[src/rtl/branch_predictor.sv]
// Fetch-side branch predictor: a direct-mapped BTB with 2-bit counters, trained by resolved execute results.
// Optional performance counters are enabled by defining BPU_PERF_CNT_EN.
module branch_predictor #(
    parameter int ENTRIES = 16,
    parameter int IDX_W   = $clog2(ENTRIES)
) (
    input  logic        clk,
    input  logic        rst_n,
    input  logic        flush,
    input  logic [31:0] if_pc,
    output logic        pred_taken,
    output logic [31:0] pred_target,
    input  logic        upd_valid,
    input  logic [31:0] upd_pc,
    input  logic [7:0]  upd_jump_type,
    input  logic        upd_taken,
    input  logic [31:0] upd_target,
    input  logic        upd_pred_taken,
    input  logic [31:0] upd_pred_target,
    output logic        mispredict,
    output logic [31:0] redirect_pc,
    output logic [31:0] perf_branch_cnt,
    output logic [31:0] perf_miss_cnt
);

    localparam int TAG_W = 32 - IDX_W - 2;

    logic [ENTRIES-1:0] valid_q;
    logic [ENTRIES-1:0] uncond_q;
    logic [TAG_W-1:0]   tag_q    [ENTRIES];
    logic [31:0]        target_q [ENTRIES];
    logic [1:0]         ctr_q    [ENTRIES];

    logic [IDX_W-1:0] lk_idx;
    logic [TAG_W-1:0] lk_tag;
    logic             lk_hit;

    logic [IDX_W-1:0] up_idx;
    logic [TAG_W-1:0] up_tag;
    logic             up_hit;
    logic             upd_accept;
    logic             uncond_new;
    logic             wr_en;
    logic [1:0]       ctr_new;
    logic [31:0]      target_new;

    // Word-aligned PCs: the two low bits never reach the tables.
    logic unused_pc_bits;
    assign unused_pc_bits = ^{if_pc[1:0], upd_pc[1:0]};

    assign lk_idx      = if_pc[IDX_W+1:2];
    assign lk_tag      = if_pc[31:IDX_W+2];
    assign lk_hit      = valid_q[lk_idx] && (tag_q[lk_idx] == lk_tag);
    assign pred_taken  = lk_hit && (uncond_q[lk_idx] || ctr_q[lk_idx][1]);
    assign pred_target = pred_taken ? target_q[lk_idx] : if_pc + 32'd4;

    assign up_idx     = upd_pc[IDX_W+1:2];
    assign up_tag     = upd_pc[31:IDX_W+2];
    assign up_hit     = valid_q[up_idx] && (tag_q[up_idx] == up_tag);
    assign upd_accept = upd_valid && (|upd_jump_type);
    assign uncond_new = |upd_jump_type[1:0];
    assign wr_en      = upd_accept && (up_hit || upd_taken);
    assign target_new = (up_hit && !upd_taken) ? target_q[up_idx] : upd_target;

    // NOTE: every variable written here gets a default first so no latch can be inferred.
    always_comb begin
        ctr_new = 2'b10;
        if (up_hit) begin
            if (uncond_new) begin
                ctr_new = 2'b11;
            end else if (upd_taken) begin
                ctr_new = (ctr_q[up_idx] == 2'b11) ? 2'b11 : ctr_q[up_idx] + 2'd1;
            end else begin
                ctr_new = (ctr_q[up_idx] == 2'b00) ? 2'b00 : ctr_q[up_idx] - 2'd1;
            end
        end else if (uncond_new) begin
            ctr_new = 2'b11;
        end
    end

    // NOTE: the tables are reset entry by entry; a stale valid bit after reset would fire false predictions.
    always_ff @(posedge clk or negedge rst_n) begin
        if (!rst_n) begin
            valid_q  <= '0;
            uncond_q <= '0;
            for (int i = 0; i < ENTRIES; i++) begin
                tag_q[i]    <= '0;
                target_q[i] <= '0;
                ctr_q[i]    <= 2'b01;
            end
        end else if (flush) begin
            valid_q <= '0;
            for (int i = 0; i < ENTRIES; i++) begin
                ctr_q[i] <= 2'b01;
            end
        end else if (wr_en) begin
            valid_q[up_idx]  <= 1'b1;
            uncond_q[up_idx] <= uncond_new;
            tag_q[up_idx]    <= up_tag;
            target_q[up_idx] <= target_new;
            ctr_q[up_idx]    <= ctr_new;
        end
    end

    assign mispredict = upd_accept &&
                        ((upd_taken != upd_pred_taken) ||
                         (upd_taken && (upd_target != upd_pred_target)));
    assign redirect_pc = upd_taken ? upd_target : upd_pc + 32'd4;

`ifdef BPU_PERF_CNT_EN
    logic [31:0] branch_cnt_q;
    logic [31:0] miss_cnt_q;

    // Counting continues through a flush: the instruction still resolved even if training is dropped.
    always_ff @(posedge clk or negedge rst_n) begin
        if (!rst_n) begin
            branch_cnt_q <= '0;
            miss_cnt_q   <= '0;
        end else begin
            if (upd_accept) branch_cnt_q <= branch_cnt_q + 32'd1;
            if (mispredict) miss_cnt_q   <= miss_cnt_q + 32'd1;
        end
    end

    assign perf_branch_cnt = branch_cnt_q;
    assign perf_miss_cnt   = miss_cnt_q;
`else
    assign perf_branch_cnt = 32'd0;
    assign perf_miss_cnt   = 32'd0;
`endif

endmodule

[config.mk]
export PLATFORM = sky130hd
export DESIGN_NAME = branch_predictor
export DESIGN_NICKNAME = d
export VERILOG_FILES = /design/src/rtl/branch_predictor.sv
export SDC_FILE = /design/constraint.sdc
export NUM_CORES = 2
export LEC_CHECK = 0
export CAP_MARGIN = 20
export CORE_UTILIZATION = 45
export CTS_BUF_LIST = sky130_fd_sc_hd__clkbuf_8
export DETAILED_ROUTE_END_ITERATION = 10
export SYNTH_ARGS = -nofsm -noshare
export SYNTH_HDL_FRONTEND = slang
export SYNTH_SLANG_ARGS = --single-unit
[constraint.sdc]
create_clock -name clk -period 7.4 [get_ports clk]
set_input_delay 0.74 -clock clk [delete_from_list [all_inputs] [get_ports clk]]
set_output_delay 0.74 -clock clk [all_outputs]
set_load 0.05 [all_outputs]
# After elaboration in Yosys (flattened, before gate mapping)
# Index checks and enable logic that the tools add are counted.
[totals]
regBits = 992
latchBits = 0
ramBits = 0
mem_bits_ro = 0
in_bits = 142
output_inout_bits = 130
elab_cells = 137
memories = 0
[op_classes]
add_sub_neg = 4
n_mul = 0
n_div = 0
n_lt_le_gt_ge = 6
eq_ne = 5
shift = 0
muxes = 49
bitwise_logic = 4
reduce_logical = 19
[op_table]
columns = ["operator", "count"]
rows = [
  ["512-bit bitwise mux", 1],
  ["416-bit bitwise mux", 1],
  ["32-bit 2-to-1 mux", 10],
  ["32-bit binary-select mux with 4-bit select", 2],
  ["26-bit binary-select mux with 4-bit select", 2],
  ["26-bit 2-to-1 mux", 5],
  ["32-bit demux with 4-bit select", 1],
  ["26-bit demux with 4-bit select", 1],
  ["32-bit by 3-bit adder with 32-bit output (second input constant)", 2],
  ["26-bit equality test", 2],
  ["32-bit bitwise mux", 1],
  ["16-bit 2-to-1 mux", 2],
  ["32-bit inequality test", 1],
  ["2-bit 2-to-1 mux", 10],
  ["2-bit binary-select mux with 4-bit select", 2],
  ["16-bit bitwise mux", 1],
  ["16-bit OR", 1],
  ["1-bit binary-select mux with 4-bit select", 3],
  ["5-bit greater-or-equal comparator (second input constant)", 2],
  ["1-bit logical AND", 10],
  ["4-bit by 5-bit less-than comparator with 1-bit output (second input constant)", 2],
  ["4-bit inverter with 5-bit output", 2],
  ["2-bit demux with 4-bit select", 1],
  ["8-bit OR reduction", 1],
  ["15 further kinds", 21],
]

# Depth between registers and ports, before layout
[logic_depth]
ltp_word = 12
depth_mapped = 17
ltp_nobuf = 9

# Worst setup path after synthesis
# No wires, ideal clock.
[synth_path]
kind = "input -> output"
from = "input port if_pc[2]"
to = "output port pred_target[30]"
arrival_ns = 4.377
required_time_ns = 6.660
setup_slack_ns = 2.283
path_stages = 10
path_buffers = 3
cell_sequence = "clkbuf_1 > buf_1 > mux4_2 > mux4_2 > xnor2_1 > nand4_1 > nor4_1 > nand3_1 > clkbuf_1 > a21oi_1"
[synth_between]
elab_chain_len = 8
elab_cells_between_ends = 20
cone_classes = "1 x add/sub; 1 x eq/ne; 14 x mux; 1 x bitwise; 3 x reduce/logical"
[synth_lines]
columns = ["element", "line", "source"]
rows = [
  ["start: declaration", "10", "input logic [31:0] if_pc,"],
  ["4-bit inverter with 5-bit output (implied by the code)", "53, 54, 55", ""],
  ["26-bit binary-select mux with 4-bit select", "53", "assign lk_hit = valid_q[lk_idx] && (tag_q[lk_idx] == lk_tag);"],
  ["26-bit 2-to-1 mux (implied by the code) (2 in a row)", "53", ""],
  ["26-bit equality test", "53", ""],
  ["1-bit logical AND", "53", ""],
  ["1-bit logical AND", "54", "assign pred_taken = lk_hit && (uncond_q[lk_idx] || ctr_q[lk_idx][1]);"],
  ["32-bit 2-to-1 mux *", "55", "assign pred_target = pred_taken ? target_q[lk_idx] : if_pc + 32'd4;"],
  ["end: declaration", "12", "output logic [31:0] pred_target,"],
]
# Mark *: on every way between the ends. The rest lies on a longest branch, timed or not. The select of a mux whose other input is x is not followed.

# Final worst setup path
[layout_path]
from = "input port if_pc[2]"
to = "output port pred_target[2]"
# Same word-level chain as after synthesis.

==> results.sh <==
export IMPL_status="complete, no violations"
export IMPL_worstPathMaxFanout=67
export IMPL_overflow=0
export IMPL_p_per_area_mw_per_mm2=234.8
export IMPL_rows=129
export IMPL_htreeDepth=4
export IMPL_grt_start_max_net_pins=159
export IMPL_dp_hpwl_um=114800
export IMPL_leakage_nw=27.38
export IMPL_io_buffers=207
export IMPL_critical_path_class="input pin to primary output"
export IMPL_hold_viol=0
export IMPL_cts_buffers=177
export IMPL_cp_arrival_ns=5.64
export IMPL_core_mm2=0.1236
export IMPL_fin_setup_tns_ns=0
export IMPL_max_freq_mhz=156.9
export IMPL_grt_pass1_wl_um=270400
export IMPL_pin_count=272
export IMPL_ys_types=70
export IMPL_synth_main_ff_cell="dfrtp_1"
export IMPL_gp_congestion=0.9586
export IMPL_path_cells="buf_8 -> buf_4 -> mux4_2 -> mux4_2 -> xnor2_1 -> nand4_1 -> nor4_1 -> nand3_1 -> buf_4 -> a21oi_1 -> clkdlybuf4s50_1"
export IMPL_via_per_inst=6.367
export IMPL_yosysTopAreaCell="dfrtp_1"
export IMPL_rr_worst_depth=10
export IMPL_crit_path_end="pred_target[2]"
export IMPL_ant_nets=0
export IMPL_reg2reg_from="tag_q[14]"
export IMPL_reg2reg_setup_slack_ns=2.67
export IMPL_whs_ns=0.5036
export IMPL_initial_core_util_pct=45.35
export IMPL_syn_to_final_growth_pct=12.49
export IMPL_yosysTopAreaCellShare_pct=43.56
export IMPL_setup_viol=0
export IMPL_wl_um=184900
export IMPL_hold_class="flip-flop to flip-flop"
export IMPL_cts_resized=0
export IMPL_firstDrtPassIters=8
export IMPL_vias=36610
export IMPL_syn_mean_instance_area_um2=14.71
export IMPL_worstSetupStartpoint="if_pc[2]"
export IMPL_worstPathRequired_ns=6.66
export IMPL_rsz0062_at_grt="no"
export IMPL_cap_viol_max_count=0
export IMPL_drive_gt1_share_pct=48.61
export IMPL_endpoint_kind="primary output"
export IMPL_synthTopCellsByCount="mux2_2 (995), dfrtp_1 (976), mux4_2 (522)"
export IMPL_total_power_w=0.01481
export IMPL_crit_slowest_cell="clkdlybuf4s50_1"
export IMPL_clock_skew_final_ns=0.05094
export IMPL_nFillCells=10730
export IMPL_relSlewSlack_pct=25.00
export IMPL_grt_usage_pct=29.68
export IMPL_numClockSinks=992
export IMPL_dieArea_mm2=0.1260
export IMPL_die_h_um=355.0
export IMPL_synth_area_leaders="dfrtp_1 (44%), mux4_2 (21%), mux2_2 (20%)"
export IMPL_remaining_drc_errors=0
export IMPL_seq_area_mm2=0.02484
export IMPL_r2r_end="tag_q[48]"
export IMPL_nNetsFinal=4111
export IMPL_ys_warn_count=0
export IMPL_synthesis_area_mm2=0.05607
export IMPL_ys_ff_latch=992
export IMPL_drtIter0Drc=3285
export IMPL_yosysMostFrequentCell="mux2_2"
export IMPL_wl_per_cell_um=32.16
export IMPL_syn_instance_count=3811
export IMPL_die_w_um=355.0
export IMPL_clock_latency_ns=0.90
export IMPL_synthArstFlopShare_pct=100.0
export IMPL_hold_depth=1
export IMPL_antenna_found_initial=10
export IMPL_vdd_drop_max_v=0.0002310
export IMPL_multi_input_area_mm2=0.02912
export IMPL_slew_violations=0
export IMPL_clock_path_buffers=3
export IMPL_path_clk_slew_ns=0.06
export IMPL_timing_final_crit_share_pct=86.15
export IMPL_start_kind="input pin"
export IMPL_stdcell_count=5750
export IMPL_dp_cells=5420
export IMPL_synth_seq_area_share_pct=44.31
export IMPL_cts_tree="done"
export IMPL_synth_edf_count=0
export IMPL_cp_slowest_stage_delay_ns=0.86
export IMPL_fin_crit_ns=6.375
export IMPL_cts_root_buffer="clkbuf_8"
export IMPL_grt_pass1_vias=37340
export IMPL_tightestPinTransition_ns=1.121
## state kept, by name, indices dropped and copies added, names as in the netlist
name / count
target_q: 512
tag_q: 416
ctr_q: 32
uncond_q: 16
valid_q: 16
## where the power goes
group          leakage, nW  internal [W]  switching [W]
clock network         2.12       0.00282        0.00246
registers             13.2       0.00613       0.000504
logic                 12.1       0.00154        0.00136
total                 27.4        0.0105        0.00432
## repair_timing
action | in CTS | in global routing
endpoints found under the hold margin | 59 | 0
hold buffers | 1 | 0
buffers inserted | 0 | 0
## per-layer routing
layer  part of all wire (%)  track usage [%]  wire (um)  vias up
met5                  0.018                0         33        -
met4                    3.0            9.353       5594        4
met3                    9.5            9.005      17600      341
met2                     45            43.78      82780     1615
met1                     43            41.98      78910    19850
li1                       -                -          -    14800
## how the worst min path moves through the flow
stage                           start          end
after floorplan                 rst_n    ctr_q[11]
after global placement    valid_q[14]  valid_q[14]
after detailed placement  valid_q[14]  valid_q[14]
after CTS                       rst_n   tag_q[197]
after global routing      uncond_q[6]  uncond_q[6]
final                     uncond_q[2]  uncond_q[2]
## per-stage QoR
step                area, um^2  setup slack [ns]  util, %
floorplan                56300             2.283        -
global placement         59390             1.016    48.04
detailed placement       59390             1.046    48.04
CTS                      63040             1.039    50.99
global route             63060            0.8896    51.00
finish                   63070             1.025    51.01
## kinds of logic (layout without fill, tap and decap cells)
group / count (synthesis) / after routing / share of synthesized area, %
AO/OA/AOI/OAI: 209 / 209 / 2.470
XOR/XNOR: 139 / 139 / 2.171
adder cells (fa/ha/maj): 7 / 7 / 0.1473
buffers and inverters: 447 / 679 / 4.329
flip-flops: 992 / 992 / 44.31
multiplexers: 1654 / 1654 / 43.46
other: 1 / 71 / 0.006689
AND/OR/NAND/NOR: 362 / 362 / 3.102
## layout make-up
class                           count  share of cell area [%]
Multi-Input combinational cell   2435                   46.18
Sequential cell                   992                   39.39
Timing Repair Buffer              335                   5.249
Clock buffer                      226                   4.932
Tap cell                         1637                   3.247
Clock inverter                     95                  0.8372
Inverter                           23                  0.1408
Antenna cell                        7                 0.02777
## cell usage in the layout (no fill, tap or decap), types with 6 or more instances in the layout
cell type / synthesis / layout
nor4_1: 16 / 16
and2_1: 6 / 6
o22ai_1: 23 / 23
nor3_1: 15 / 15
xnor2_1: 86 / 86
o21ai_0: 50 / 50
xor2_1: 53 / 53
nand3_1: 55 / 54
a22oi_1: 27 / 27
buf_12: 0 / 27
inv_1: 21 / 79
nand4_1: 19 / 19
clkinv_2: 0 / 24
mux4_2: 522 / 522
clkbuf_8: 0 / 226
o211ai_1: 6 / 6
buf_4: 112 / 134
mux2i_1: 120 / 120
dfstp_2: 16 / 16
mux2_1: 16 / 16
nor2_1: 93 / 87
clkdlybuf4s50_1: 0 / 165
mux2_2: 995 / 995
nand2_1: 108 / 108
nor2b_1: 11 / 10
nor2_4: 5 / 15
conb_1: 1 / 64
a21oi_1: 40 / 40
dfrtp_1: 976 / 976
diode_2: 0 / 7
and3_1: 11 / 11
o21a_1: 11 / 11
a21o_1: 7 / 7
## critical path, delay by kind of cell
kind,cells,cell delay [ns]
buffers and inverters,4,2.11
and+or+nand+nor,3,1.09
muxes,2,0.99
xor gates and xnor gates,1,0.33
AOI/OAI and AO/OA,1,0.28
(Power assumes the default switching activity.)
